`config.mk`:
```
export PLATFORM = sky130hd
export DESIGN_NAME = dynamic_branch_predictor
export DESIGN_NICKNAME = d
export VERILOG_FILES = /design/src/rtl/dynamic_branch_predictor_pkg.sv /design/src/rtl/dynamic_branch_predictor_sat_counter_2b.sv /design/src/rtl/dynamic_branch_predictor.sv
export SDC_FILE = /design/constraint.sdc
export NUM_CORES = 1
export LEC_CHECK = 0
export ABC_AREA = 0
export ABC_CLOCK_PERIOD_IN_PS = 15200
export BUFFER_PORTS_ARGS = -buffer_cell sky130_fd_sc_hd__buf_2
export CAP_MARGIN = 25
export CELL_PAD_IN_SITES_DETAIL_PLACEMENT = 1
export CELL_PAD_IN_SITES_GLOBAL_PLACEMENT = 2
export CORE_ASPECT_RATIO = 1.75
export CORE_MARGIN = 1.5
export CORE_UTILIZATION = 48
export CTS_BUF_LIST = sky130_fd_sc_hd__clkbuf_8
export DETAILED_ROUTE_END_ITERATION = 7
export GPL_TIMING_DRIVEN = 0
export HOLD_SLACK_MARGIN = 0.12
export PLACE_DENSITY = 0.94
export SLEW_MARGIN = 20
export SYNTH_ARGS = -nofsm -noshare
export SYNTH_HDL_FRONTEND = slang
export SYNTH_SLANG_ARGS = --single-unit
```
`constraint.sdc`:
```
create_clock -name clk -period 15.2 [get_ports clk]
set_input_delay 2.28 -clock clk [delete_from_list [all_inputs] [get_ports clk]]
set_output_delay 2.28 -clock clk [all_outputs]
set_load 0.005 [all_outputs]
```
`src/rtl/dynamic_branch_predictor_pkg.sv`:
```
// Shared types for the fetch-stage branch predictor and the BHT/BTB dump monitor.
// Entry field names match the monitor's log format.
package dynamic_branch_predictor_pkg;

  localparam int ENTRIES = 8;
  localparam int IDX_W   = 3;

  typedef enum logic [1:0] {
    STRONG_NOT_TAKEN = 2'b00,
    WEAK_NOT_TAKEN   = 2'b01,
    WEAK_TAKEN       = 2'b10,
    STRONG_TAKEN     = 2'b11
  } state_t;

  typedef struct packed {
    logic [15:0] PC_addr;
    state_t      prediction;
    logic        valid;
  } bht_entry_t;

  typedef struct packed {
    logic [15:0] PC_addr;
    logic [15:0] target;
  } btb_entry_t;

  // One saturating step toward the resolved direction; both ends hold.
  function automatic state_t sat_step(input state_t s, input logic up);
    state_t r;
    r = s;
    case (s)
      STRONG_NOT_TAKEN: r = up ? WEAK_NOT_TAKEN : STRONG_NOT_TAKEN;
      WEAK_NOT_TAKEN:   r = up ? WEAK_TAKEN     : STRONG_NOT_TAKEN;
      WEAK_TAKEN:       r = up ? STRONG_TAKEN   : WEAK_NOT_TAKEN;
      STRONG_TAKEN:     r = up ? STRONG_TAKEN   : WEAK_TAKEN;
      default:          r = STRONG_NOT_TAKEN;
    endcase
    return r;
  endfunction

endpackage

```
`src/rtl/dynamic_branch_predictor_sat_counter_2b.sv`:
```
// 2-bit saturating up/down counter with load; one per BHT entry.
// Load (entry allocation) takes priority over a counting step.
module sat_counter_2b
  import dynamic_branch_predictor_pkg::*;
(
  input  logic   clk,
  input  logic   rst,
  input  logic   load,
  input  state_t load_val,
  input  logic   step_en,
  input  logic   up,
  output state_t state
);

  always_ff @(posedge clk) begin
    if (rst) begin
      state <= STRONG_NOT_TAKEN;
    end else if (load) begin
      state <= load_val;
    end else if (step_en) begin
      state <= sat_step(state, up);
    end
  end

endmodule

```
`src/rtl/dynamic_branch_predictor.sv`:
```
// Fetch-stage BHT/BTB predictor with decode-stage writeback, mispredict flag
// and saturating branch/mispredict counters.
module dynamic_branch_predictor
  import dynamic_branch_predictor_pkg::*;
(
  input  logic        clk,
  input  logic        rst,
  input  logic [15:0] PC_curr,
  output logic        predicted_taken,
  output logic [15:0] predicted_target,
  input  logic        update_en,
  input  logic        id_stall,
  input  logic [15:0] IF_ID_PC_curr,
  input  logic        IF_ID_predicted_taken,
  input  logic [15:0] IF_ID_predicted_target,
  input  logic        actual_taken,
  input  logic [15:0] actual_target,
  output logic        mispredicted,
  output logic [15:0] branch_count,
  output logic [15:0] mispredict_count
);

  logic [15:0]        bht_tag   [ENTRIES];
  logic [ENTRIES-1:0] bht_valid;
  state_t             bht_state [ENTRIES];
  btb_entry_t         btb       [ENTRIES];
  bht_entry_t         bht       [ENTRIES];

  logic [IDX_W-1:0] rd_idx;
  logic [IDX_W-1:0] wr_idx;
  logic             upd;
  logic             wr_hit;
  state_t           alloc_state;

  assign rd_idx = PC_curr[IDX_W:1];
  assign wr_idx = IF_ID_PC_curr[IDX_W:1];
  assign upd    = update_en & ~id_stall;
  assign wr_hit = bht_valid[wr_idx] & (bht_tag[wr_idx] == IF_ID_PC_curr);

  always_comb begin
    alloc_state = WEAK_NOT_TAKEN;
    if (actual_taken) alloc_state = WEAK_TAKEN;
  end

  for (genvar e = 0; e < ENTRIES; e++) begin : g_bht_ctr
    logic sel;
    assign sel = upd & (wr_idx == IDX_W'(e));
    sat_counter_2b u_ctr (
      .clk      (clk),
      .rst      (rst),
      .load     (sel & ~wr_hit),
      .load_val (alloc_state),
      .step_en  (sel & wr_hit),
      .up       (actual_taken),
      .state    (bht_state[e])
    );
  end

  // Tags, valids and BTB; the BTB only learns from taken outcomes.
  always_ff @(posedge clk) begin
    if (rst) begin
      bht_valid <= '0;
      for (int i = 0; i < ENTRIES; i++) begin
        bht_tag[i] <= 16'h0000;
        btb[i]     <= '0;
      end
    end else if (upd) begin
      bht_tag[wr_idx]   <= IF_ID_PC_curr;
      bht_valid[wr_idx] <= 1'b1;
      if (actual_taken) begin
        btb[wr_idx].PC_addr <= IF_ID_PC_curr;
        btb[wr_idx].target  <= actual_target;
      end
    end
  end

  // Packed view of the BHT for the dump monitor.
  always_comb begin
    for (int i = 0; i < ENTRIES; i++) begin
      bht[i].PC_addr    = bht_tag[i];
      bht[i].prediction = bht_state[i];
      bht[i].valid      = bht_valid[i];
    end
  end

  always_comb begin
    predicted_taken  = bht_valid[rd_idx] & (bht_tag[rd_idx] == PC_curr) &
                       bht_state[rd_idx][1] & (btb[rd_idx].PC_addr == PC_curr);
    predicted_target = predicted_taken ? btb[rd_idx].target : PC_curr + 16'd2;
  end

  assign mispredicted = upd & ((IF_ID_predicted_taken != actual_taken) |
                               (actual_taken & (IF_ID_predicted_target != actual_target)));

  always_ff @(posedge clk) begin
    if (rst) begin
      branch_count     <= 16'h0000;
      mispredict_count <= 16'h0000;
    end else begin
      if (upd && branch_count != 16'hFFFF)
        branch_count <= branch_count + 16'd1;
      if (mispredicted && mispredict_count != 16'hFFFF)
        mispredict_count <= mispredict_count + 16'd1;
    end
  end

endmodule

```
==> impl_metrics.tcl, run 1 <==
set metrics [dict create \
    status "completed" \
    hp-class "register to register" \
    yosysUniqueCellTypes 70 \
    final_hold_viol_count 0 \
    swShare_pct 26.7 \
    crit_chain "buf_2 -> buf_6 -> buf_8 -> buf_4 -> buf_2 -> buf_2 -> clkbuf_1 -> nand3_1 -> a41oi_1 -> nand4_1 -> or3_4 -> buf_6 -> buf_6 -> a211oi_2 -> a21oi_1 -> buf_2" \
    synth_ff_type "edfxtp_1" \
    ctsResizeCount 0 \
    area_growth_pct 13.7 \
    top_layer "met4" \
    grt_pass1_vias 17605 \
    setup_viol 0 \
    required_ns 12.92 \
    slew_violations 0 \
    startpoint_type "primary input" \
    final_cells 2529 \
    p_seq_share_pct 54.0 \
    grt_usage_pct 33.7 \
    final.setup_skew_ns 0.0307 \
    final_cell_mix "384 x edfxtp_1, 264 x and2_1, 133 x buf_2, 114 x and3_1, 94 x clkbuf_1" \
    synth-seq-cells 440 \
    max_cap_viol_count 0 \
    wl_per_cell_um 30.5 \
    clk_pin_slew_ns 0.07 \
    post-route-util_pct 55.1 \
    worstPathMaxFanout 10 \
    final_common_cell "edfxtp_1" \
    grt_max_degree 22 \
    yosysWarnings 0 \
    dp_cells 2413 \
    vias 16157 \
    cts_buffers 66 \
    power.share.clock_pct 34.9 \
    post-route-min-period_ns 9.11 \
    cts_max_level 3 \
    synthDominantCellAreaShare_pct 52.9 \
    wl_met2_mm 40.4 \
    slowest_delay_ns 0.75 \
    fmaxAchievable_mhz 110 \
    leakage_nw 9.25 \
    insertion_delay_ns 0.66 \
    clockBufferDepth 3 \
    p_sw_mw 0.695 \
    netlist_top_cells_area "edfxtp_1 53%, mux4_2 8.9%, and2_1 7.6%, dfxtp_1 5.1%, and3_1 3.3%" \
    nNetsFinal 1977 \
    antenna_found_initial 1 \
    syn_inst 1685 \
    drcViolationCount 0 \
    portBuffers 111 \
    place_hpwl_mm 56.5 \
    finalPower_mw 2.60 \
    num_io_pins 120 \
    ys_seq_area_share_pct 58.0 \
    path_delay_family "buffers and inverters" \
    grt_first_pass_wirelength_mm 112 \
    routed_wl_mm 77.1 \
    p_int_mw 1.91 \
    core_area_um2 45000 \
    rows 103 \
    tns_ns 0 \
    powerDensity_nw_per_um2 105 \
    cts_sinks 440 \
    fin_area_um2 24800 \
    period_share_pct 60.0 \
    synthesis.area_um2 21800 \
    drt_iter0_markers 1462 \
    end_kind "primary output" \
    firstDrtPassIters 6 \
    place_area_um2 23600 \
    rsz0062_at_grt "no" \
    hold_buffers 0 \
    routed_via_density 6.39 \
    cts_root_buf "clkbuf_8" \
    routedLengthMet1_mm 24.6 \
    combinationalPowerShare_pct 11.0 \
    ant_nets 0 \
    crit_arrival_ns 6.83 \
    cts_tree "done" \
    syn_area_per_cell_um2 12.9 \
    synth.largest_area_cell "edfxtp_1" \
    die_h_um 285 \
    die_area_um2 46800 \
    synth_edf_count 384 \
    critical_path_class "primary input to primary output" \
    gp_congestion 1.02 \
    grt_overflow 0 \
    slew_headroom_pct 25.1 \
    crit_slowest_cell "clkbuf_1" \
    met3_length_mm 5.67 \
    die_w_um 164 \
    vdd_ir_drop_max_mv 0.0553 \
    async_flop_share_pct 0 \
    initial_core_util_pct 48.5 \
    tightest_slew_ns 1.11 \
    drive_gt1_share_pct 18.6 \
    post_cts_buffers 0 \
    path_buf_inv 10 \
    crit_top_cell "buf_2" \
]
## layer usage
metal  global-route usage, %  up-vias
met5                       0        -
met4                    25.4        0
met3                    6.44      313
met2                    60.1      940
met1                    34.2     8110
li1                        -     6794
## kinds of logic (layout without fill, tap and decap cells)
family	Yosys count	in the layout	share of synthesized area, %
AO/OA/AOI/OAI	183	183	5.92
XOR/XNOR	67	67	2.69
adder cells (fa/ha/maj)	3	3	0.172
buffers and inverters	145	388	2.89
flip-flops	440	440	58.0
multiplexers	146	146	12.0
other	1	25	0.0172
AND/OR/NAND/NOR	700	700	18.3
## state kept, by name, summed over array words and instances, names as in the netlist
register	flops
btb	256
bht_tag	128
branch_count	16
g_bht_ctr.u_ctr.state	16
mispredict_count	16
bht_valid	8
## cell usage after synthesis (31+ instances only)
cell,count
clkbuf_1,94
mux2i_1,40
nor2_1,89
mux4_2,86
dfxtp_1,56
and3_1,114
a21oi_1,31
o21ai_0,36
nor3_1,32
nand2_1,54
xor2_1,45
edfxtp_1,384
nand3_1,59
and2_1,264
## power groups by stage
stage | Clock (mW) | Sequential (mW) | Combinational [mW]
2_1_floorplan | 0 | 1.42 | 0.157
3_3_place_gp | 0 | 1.43 | 0.255
3_5_place_dp | 0 | 1.43 | 0.280
4_1_cts | 0.915 | 1.41 | 0.282
5_1_grt | 0.959 | 1.41 | 0.298
6_report | 0.910 | 1.41 | 0.287
## final cells by class
| cell class | instances | area [µm²] |
|---|---|---|
| tap | 577 | 722 |
| sequential | 440 | 12700 |
| inverter | 12 | 45.0 |
| antenna | 1 | 2.50 |
| multi-input combinational | 1123 | 8710 |
| timing repair buffer | 128 | 925 |
| buffer | 133 | 586 |
| fill | 4582 | 20200 |
| clock buffer | 70 | 963 |
| clock inverter | 45 | 200 |
## worst paths after layout
path                 startpoint  cells past startpoint                     endpoint  slack, ns
setup / recovery     PC_curr[1]                     16         predicted_target[14]       6.09
hold / removal     bht_valid[5]                      1                 bht_valid[5]       0.50
setup reg to reg  bht_tag[0][1]                      9  g_bht_ctr[1].u_ctr.state[1]      11.31
hold reg to reg    bht_valid[5]                      1                 bht_valid[5]       0.50
## through the flow
stage | hold slack (ns) | setup WS [ns]
CTS | 0.487 | 6.24
finish | 0.503 | 6.09
global route | 0.523 | 6.06
detailed placement | 0.470 | 6.27
global placement | 0.449 | 4.80
floorplan | 0.441 | 7.86
Note: power is estimated with default switching activity, not from simulation.
==> run 2, diff against run 1 <==
- ABC_CLOCK_PERIOD_IN_PS: 15200 -> 9090
- CORE_UTILIZATION: 48 -> 45
- PLACE_DENSITY: 0.94 -> 0.9
- clock period: 15.2 -> 9.09 ns (I/O delays scaled with it)
==> run 2 against run 1 <==
Compared with the run above:
- clock-buffer cell count shrank 1
- sequential power grew 67%
- hold slack lost 0.028 ns
- power grew 78%
- core utilization shrank 2.5 points
- first-iteration DRC count shrank 15%
- design area grew 1.7%
- clock skew shrank 0.014 ns
- clock power grew 98%
- die area grew 6.6%
- critical endpoint is now predicted_target[4]
- largest power group unchanged
- highest routed layer unchanged
==> impl_metrics.tcl, run 2 (synthesis results as in run 1) <==
set metrics [dict create \
    status "completed" \
    regMostFlops "btb" \
    final_common_cell "edfxtp_1" \
    hold_buffers 0 \
    hp-class "register to register" \
    end_kind "primary output" \
    tns_ns 0 \
    grt_overflow 0 \
    fin_ws_ns 1.85 \
    die_area_um2 49800 \
    fillers 4919 \
    startpoint_type "primary input" \
    max_cap_viol_count 0 \
    post_cts_buffers 0 \
    rsz0062_at_grt "no" \
    core_area_um2 47900 \
    ctsResizeCount 0 \
    cts_tree "done" \
    final_cell_mix "384 x edfxtp_1, 264 x and2_1, 132 x buf_2, 114 x and3_1, 94 x clkbuf_1" \
    portBuffers 111 \
    slew_violations 0 \
    die_h_um 294 \
    reg_top3 "btb: 256 flops, bht_tag: 128 flops" \
    place_hpwl_mm 56.7 \
    nNetsFinal 1978 \
    drcViolationCount 0 \
    vias 15965 \
    antenna_found_initial 1 \
    grt_first_pass_wirelength_mm 112 \
    vdd_ir_drop_max_mv 0.131 \
    drive_gt1_share_pct 19.6 \
    cts_buffers 66 \
    initial_core_util_pct 45.5 \
    crit_slowest_cell "nor3_1" \
    leakage_nw 9.38 \
    cts_max_level 3 \
    final.setup_skew_ns 0.0170 \
    rows 106 \
    final_hold_viol_count 0 \
    place_area_um2 23800 \
    place_ws_ns 1.95 \
    cts_root_buf "clkbuf_8" \
    insertion_delay_ns 0.64 \
    grt_max_degree 20 \
    drt_iter0_markers 1239 \
    post-route-min-period_ns 7.24 \
    num_io_pins 120 \
    grt_pass1_vias 17178 \
    grt_usage_pct 31.3 \
    fin_area_um2 25200 \
    worstPathMaxFanout 10 \
    slowest_delay_ns 0.63 \
    largest_register_ffs 256 \
    routed_wl_mm 76.4 \
    critical_path_class "primary input to primary output" \
    required_ns 7.73 \
    finalPower_mw 4.63 \
    area_growth_pct 15.7 \
    tightest_slew_ns 1.11 \
    fmaxAchievable_mhz 138 \
    crit_arrival_ns 5.88 \
    gp_congestion 0.960 \
    ant_nets 0 \
    crit_chain "buf_2 -> buf_2 -> buf_4 -> buf_4 -> buf_2 -> buf_2 -> mux4_2 -> mux2_2 -> o21ai_0 -> nand4_1 -> nor3_1 -> mux2i_1 -> o221ai_1 -> buf_2" \
    wl_per_cell_um 29.3 \
    clk_pin_slew_ns 0.07 \
    period_share_pct 79.7 \
    hold_ws_ns 0.475 \
    die_w_um 169 \
    routed_via_density 6.12 \
    clockBufferDepth 3 \
    cts_sinks 440 \
    crit_top_cell "buf_2" \
    slew_headroom_pct 25.9 \
    powerDensity_nw_per_um2 184 \
    firstDrtPassIters 5 \
    setup_viol 0 \
]
run 2: path summary, 6_finish.rpt:
kind	start	to	slack, ns	cells after the start
setup / recovery	PC_curr[2]	predicted_target[4]	1.85	14
hold / removal	bht_valid[5]	bht_valid[5]	0.48	1
setup reg to reg	bht_tag[3][1]	g_bht_ctr[3].u_ctr.state[1]	5.24	9
hold reg to reg	bht_valid[5]	bht_valid[5]	0.48	1
run 2: metrics by stage:
| step | util (%) | instances |
|---|---|---|
| floorplan | - | 1708 |
| global placement | 48.6 | 2467 |
| detailed placement | 49.7 | 2485 |
| global route | 52.7 | 2607 |
| CTS | 52.7 | 2606 |
| finish | 52.7 | 2607 |
run 2: area by class of cell:
| cell class | instances | area [µm²] | area share [%] |
|---|---|---|---|
| Antenna cell | 1 | 2.50 | 0.00992 |
| Buffer | 133 | 586 | 2.32 |
| Clock buffer | 69 | 950 | 3.77 |
| Clock inverter | 52 | 477 | 1.89 |
| Inverter | 12 | 45.0 | 0.179 |
| Multi-Input combinational cell | 1123 | 8720 | 34.6 |
| Sequential cell | 440 | 12700 | 50.2 |
| Tap cell | 648 | 811 | 3.21 |
| Timing Repair Buffer | 129 | 975 | 3.86 |
run 2: layer usage:
metal | vias up | wire [µm] | track usage [%]
li1 | 6796 | - | -
met1 | 8074 | 25600 | 31.9
met2 | 799 | 39900 | 56.5
met3 | 296 | 4730 | 5.61
met4 | 0 | 6210 | 23.9
met5 | - | 0 | 0
run 2: worst max-delay path, delay by kind of cell:
family	cells	cell delay, ns
buffers and inverters	7	2.22
AND/OR/NAND/NOR	2	0.80
multiplexers	3	1.03
AO/OA/AOI/OAI	2	0.44
run 2: power by group:
| group | internal, mW | total [mW] | switching [mW] |
|---|---|---|---|
| combinational | 0.178 | 0.483 | 0.305 |
| clock | 0.973 | 1.80 | 0.830 |
| sequential | 2.30 | 2.35 | 0.0467 |
| total | 3.45 | 4.63 | 1.18 |
